===== src/rtl/jet_stream_pkg.sv =====
// Shared types for the jet-tagging stream datapath.
// Frame-collector state and count-width helper.
package jet_stream_pkg;

  typedef enum logic {
    FILL = 1'b0,
    FULL = 1'b1
  } fill_state_t;

  function automatic int count_w(input int n);
    return $clog2(n + 1);
  endfunction

endpackage


===== src/rtl/stream_to_vector_p4_if.sv =====
// Serial-in / vector-out handshake bundle.
// slave = collector side, master = producer/consumer side.
interface stream_to_vector_p4_if
  import jet_stream_pkg::*;
#(
  parameter int WIDTH      = 17,
  parameter int INPUT_SIZE = 32
);
  localparam int CW = count_w(INPUT_SIZE);

  logic signed [WIDTH-1:0] in_data;
  logic                    in_valid;
  logic                    in_last;
  logic                    in_ready;
  logic signed [WIDTH-1:0] out_data [INPUT_SIZE];
  logic [CW-1:0]           out_count;
  logic                    out_valid;
  logic                    out_ready;

  modport slave (
    input  in_data, in_valid, in_last, out_ready,
    output in_ready, out_data, out_count, out_valid
  );

  modport master (
    output in_data, in_valid, in_last, out_ready,
    input  in_ready, out_data, out_count, out_valid
  );
endinterface


===== src/rtl/stream_to_vector_p4.sv =====
// Packs a serial sample stream into a zero-padded lane vector
// for the adder tree, with back-to-back frame support.
module stream_to_vector_p4
  import jet_stream_pkg::*;
#(
  parameter int WIDTH      = 17,
  parameter int INPUT_SIZE = 32
) (
  input  logic clk,
  input  logic reset,
  stream_to_vector_p4_if.slave bus
);
  localparam int IW = $clog2(INPUT_SIZE);
  localparam int CW = count_w(INPUT_SIZE);

  fill_state_t r_state;
  fill_state_t w_state_nxt;
  logic [IW-1:0] r_idx;
  logic [IW-1:0] w_idx_nxt;
  logic [CW-1:0] r_count;
  logic [CW-1:0] w_count_nxt;
  logic signed [WIDTH-1:0] r_data [INPUT_SIZE];
  logic signed [WIDTH-1:0] w_data_nxt [INPUT_SIZE];

  logic w_in_ready;
  logic w_accept;
  logic w_at_end;
  logic w_done;

  assign w_in_ready = !reset &&
    (r_state == FILL || bus.out_ready);
  assign w_accept = bus.in_valid && w_in_ready;
  assign w_at_end = (r_idx == IW'(INPUT_SIZE - 1));
  assign w_done   = w_accept && (w_at_end || bus.in_last);

  // Next state, lane index and frame count.
  always_comb begin
    w_state_nxt = r_state;
    w_idx_nxt   = r_idx;
    w_count_nxt = r_count;
    unique case (r_state)
      FILL: if (w_done) w_state_nxt = FULL;
      FULL: if (bus.out_ready)
        w_state_nxt = w_done ? FULL : FILL;
    endcase
    if (w_done) begin
      w_idx_nxt   = '0;
      w_count_nxt = CW'(r_idx) + CW'(1);
    end else if (w_accept) begin
      w_idx_nxt = r_idx + 1'b1;
    end
  end

  // Per-lane write / zero-pad decode.
  for (genvar g = 0; g < INPUT_SIZE; g++) begin : g_lane
    logic w_wr;
    logic w_clr;
    assign w_wr  = w_accept && (r_idx == IW'(g));
    assign w_clr = w_done && (IW'(g) > r_idx);
    assign w_data_nxt[g] = w_wr  ? bus.in_data :
                           w_clr ? '0 : r_data[g];
  end

  // State and vector registers.
  always_ff @(posedge clk) begin
    if (reset) begin
      r_state <= FILL;
      r_idx   <= '0;
      r_count <= '0;
      for (int i = 0; i < INPUT_SIZE; i++)
        r_data[i] <= '0;
    end else begin
      r_state <= w_state_nxt;
      r_idx   <= w_idx_nxt;
      r_count <= w_count_nxt;
      r_data  <= w_data_nxt;
    end
  end

  assign bus.in_ready  = w_in_ready;
  assign bus.out_valid = (r_state == FULL);
  assign bus.out_count = r_count;
  assign bus.out_data  = r_data;

endmodule


===== src/flat_wrapper.sv =====
// flat-port wrapper written by rule: the top's interface ports become plain ports
module stream_to_vector_p4_flat import jet_stream_pkg::*;
#(
  parameter int WIDTH      = 17,
  parameter int INPUT_SIZE = 32
)
  (clk, reset, bus_in_data, bus_in_valid, bus_in_last, bus_out_ready, bus_in_ready, bus_out_data, bus_out_count, bus_out_valid);
  stream_to_vector_p4_if #(.WIDTH(WIDTH), .INPUT_SIZE(INPUT_SIZE)) bus_i ();
  input  logic clk;
  input  logic reset;
  input wire logic [$bits(bus_i.in_data)-1:0] bus_in_data;
  input wire logic [$bits(bus_i.in_valid)-1:0] bus_in_valid;
  input wire logic [$bits(bus_i.in_last)-1:0] bus_in_last;
  input wire logic [$bits(bus_i.out_ready)-1:0] bus_out_ready;
  output wire logic [$bits(bus_i.in_ready)-1:0] bus_in_ready;
  output wire logic [$bits(bus_i.out_data)-1:0] bus_out_data;
  output wire logic [$bits(bus_i.out_count)-1:0] bus_out_count;
  output wire logic [$bits(bus_i.out_valid)-1:0] bus_out_valid;
  assign bus_i.in_data = bus_in_data;
  assign bus_i.in_valid = bus_in_valid;
  assign bus_i.in_last = bus_in_last;
  assign bus_i.out_ready = bus_out_ready;
  assign bus_in_ready = bus_i.in_ready;
  assign bus_out_data = {>>{bus_i.out_data}};
  assign bus_out_count = bus_i.out_count;
  assign bus_out_valid = bus_i.out_valid;
  stream_to_vector_p4 #(.WIDTH(WIDTH), .INPUT_SIZE(INPUT_SIZE)) u_core (.clk(clk), .reset(reset), .bus(bus_i));
endmodule

===== config.mk =====
export PLATFORM = sky130hd
export DESIGN_NAME = stream_to_vector_p4_flat
export DESIGN_NICKNAME = d
export VERILOG_FILES = /design/src/rtl/jet_stream_pkg.sv /design/src/rtl/stream_to_vector_p4_if.sv /design/src/rtl/stream_to_vector_p4.sv /design/src/flat_wrapper.sv
export SDC_FILE = /design/constraint.sdc
export NUM_CORES = 1
export LEC_CHECK = 0
export BUFFER_PORTS_ARGS = -buffer_cell sky130_fd_sc_hd__buf_2
export CAP_MARGIN = 5
export CORE_AREA = 4 4 221 223
export CTS_BUF_LIST = sky130_fd_sc_hd__clkbuf_2 sky130_fd_sc_hd__clkbuf_4 sky130_fd_sc_hd__clkbuf_8
export CTS_CLUSTER_SIZE = 10
export DETAILED_ROUTE_END_ITERATION = 10
export DIE_AREA = 0 0 225 227
export HOLD_SLACK_MARGIN = 0.15
export PLACE_DENSITY = 0.68
export SLEW_MARGIN = 0
export SYNTH_ARGS = -nofsm -noshare
export SYNTH_HDL_FRONTEND = slang
export SYNTH_SLANG_ARGS = --single-unit

===== constraint.sdc =====
create_clock -name clk -period 4.4 [get_ports clk]
set_input_delay 1.1 -clock clk [delete_from_list [all_inputs] [get_ports clk]]
set_output_delay 1.1 -clock clk [all_outputs]
set_load 0.02 [all_outputs]

==> metrics.txt <==
outcome complete, no violations; IO Count approximately 570; initial antenna violation count 1; share of the synthesized area in the top cell type 55.7%; Post-synth EDFFs 0; vias in the first global route ~17k; max-slew violation count 0; Area Growth Syn to Fin 25.4%; Routed WL 77500 um; critical path arrival between 4 and 5 ns; DRC viols 0; die area slightly above 50000 um^2; Finished Cell Area about 25000 um^2; Setup crit end kind flop; top area cells in the synthesized netlist dfxtp_1 (56%), a22o_1 (12%), nand2_1 (4.1%), o21ai_0 (2.6%), a22oi_1 (1.9%); hold crit path type flop to flop; # setup viols final 0; share of layout cells above drive strength 1 between 30% and 40%; Vias/cell 5.87; Post-Syn Area roughly 20000 um^2; max cap viols 0; # nets final around 2.5k; Mapped Nets between 1.5k and 2k; RSZ-0062 raised after global routing no; Setup WS post-layout 0.778 ns; first-pass GRT wire length roughly 110000 um; Final TNS setup 0 ns; routability cong. a little under 0.9; GRT Util Overall between 20 and 30%; Setup Skew around 0.019 ns; Post-synth ARST share 0%; Yosys reg bits around 560; Routed Antenna Nets 0; # resized after CTS 0; WL per Instance roughly 25 um; CP startpoint kind flop; f_max between 200 and 300 MHz; clk buf depth 3; Synth warnings 0; largest net degree at the start of global routing between 80 and 90; fillers 4115; leading area contributor after synthesis dfxtp_1; Total Power 10.3 mW; Synth Area per Inst about 10 um^2; CP required approximately 4.9 ns; Setup CP Type flop to flop; P_leak 11.0 nW; Core ar. between 40000 and 50000 um^2; routed via count around 18k; Worst-Skew Late Latency around 0.7 ns; Placed Area about 23000 um^2; setup slack, reg-to-reg 0.78 ns; CTS root buffer clkbuf_8; Seq/Total Area, Yosys ~56%; Worst Max-Slew Pin Slew around 1.3 ns; final period utilization 82.3%; Die Wd between 200 and 250 um; drt initial violations between 1.5k and 2k; CP peak stage delay approximately 0.87 ns; Max-Slew Margin vs Limit ~15%; library cells used by synthesis 77; TritonCTS clock tree yes; TritonCTS buffer count 89; htree depth 3; slowest stage cell, crit path a221oi_4; # port buffers approximately 570; hold_buf cts 0; Cell Rows 79; Pwr Density between 400 and 500 nW/um^2; Pre-antenna DRT Iters 5; Top cell by count, worst path ha_1; Top FF cell, synth dfxtp_1; Period minus WS final around 3.6 ns; Post-CTS Repair Setup Buffers 0; crit-path max FO 19; Worst-path clk slew 0.06 ns; grt total ovfl 0; post-layout util between 50% and 60%; Max VDD drop between 0.3 and 0.4 mV; Die Y 227 um; pre-CTS WS about 0.7 ns; Fin. Hold Viols 0; Sink Count around 560; crit-path cells ha_1 > and3_1 > ha_1 > or2_1 > nand3_1 > a221oi_4 > o32ai_1; initial core utilization a little over two fifths; Post-Syn Instances 1920; dpl hpwl 51900 um
[cells in the mapped netlist (31+ instances only)]
master	number
nand3_1	50
a21oi_1	60
o21ai_0	102
inv_1	57
nor2b_1	35
o22ai_1	52
nand2_1	218
dfxtp_1	556
clkbuf_1	92
nor2_1	31
a22oi_1	51
o32ai_1	40
a22o_1	268
buf_2	60
[layer usage]
metal	vias up	track usage (%)	wire, um
met3	193	7.04	7220
met5	-	0	0
met4	0	12.6	3410
li1	8088	-	-
met1	8925	37.7	31600
met2	1055	44.2	35300
[worst max-delay path, delay by kind of cell (launching register included)]
kind | cells | cell delay (ns)
fa+ha+maj | 2 | 0.68
flops | 1 | 0.80
simple gates | 3 | 0.90
compound gates | 2 | 1.05
[logic make-up after synthesis]
| group | share of synthesized area [%] |
|---|---|
| AOI/OAI and AO/OA | 26.2 |
| xor gates and xnor gates | 0.219 |
| adders and majority gates | 0.250 |
| buffers and inverters | 6.04 |
| DFF | 55.7 |
| muxes | 0.0501 |
| and+or+nand+nor | 11.6 |
[worst paths after layout]
check / depth (start not counted) / end / startpoint
max: 7 / u_core.bus.out_data[315] / u_core.r_idx[1]
min: 2 / u_core.bus.out_data[6] / u_core.bus.out_data[6]
max reg2reg: 7 / u_core.bus.out_data[315] / u_core.r_idx[1]
min reg2reg: 2 / u_core.bus.out_data[6] / u_core.bus.out_data[6]
[cells in the final DEF, fill, tap and decap left out, types with 4 or more instances in the layout]
master      netlist  routed
a22oi_1          51      51
nand3_2          10      10
a22o_1          268     268
nand4_1           8       8
a21oi_2           7       7
buf_4            23      52
a32oi_1          18      18
clkbuf_8          0     112
a21oi_1          60      60
nand2_1         218     218
o21ai_0         102     102
nor4_4           17      18
nor2_1           31      30
clkinvlp_4        0       5
clkinv_2          0      10
o32ai_2          10      10
inv_1            57      57
nor2b_1          35      17
buf_2            60     572
nand3b_1          7       7
nor2b_2           0      18
o2bb2ai_1        18      18
xnor2_1           4       4
o21ai_1           7       7
o32ai_1          40      40
nand2b_1          4       4
a211oi_2          8      10
dfxtp_1         556     555
o22ai_1          52      52
nand3_1          50      50
ha_1              4       4
clkbuf_4          0      26
[metrics by stage]
| stage | hold slack, ns | std cells |
|---|---|---|
| 2_1_floorplan | 0.530 | 1920 |
| 3_3_place_gp | 0.430 | 2952 |
| 3_5_place_dp | 0.438 | 2952 |
| 4_1_cts | 0.452 | 3110 |
| 5_1_grt | 0.461 | 3111 |
| 6_report | 0.449 | 3111 |
[state kept, by name (all words and copies together) (netlist names)]
register / flops
u_core.bus.out_data: 544
u_core.r_idx: 5
u_core.bus.out_count: 6
u_core.bus.out_valid: 1
[cell type report]
type                    count  area [um^2]  area share (%)
inverters                  59          221           0.884
clock inverters            20          198           0.789
diodes                      1         2.50         0.00998
clock buffers             138         1740            6.93
flip-flops and latches    556        11100            44.4
well taps                 607          759            3.03
repair buffers            625         3260            13.0
multi-input cells        1105         7750            30.9
[power breakdown]
part	internal (mW)	switching [mW]	total, mW
registers	5.05	0.00934	5.06
clock network	2.69	2.09	4.78
logic	0.0934	0.415	0.509
total	7.83	2.51	10.3
Note: power is estimated with default switching activity, not from simulation.
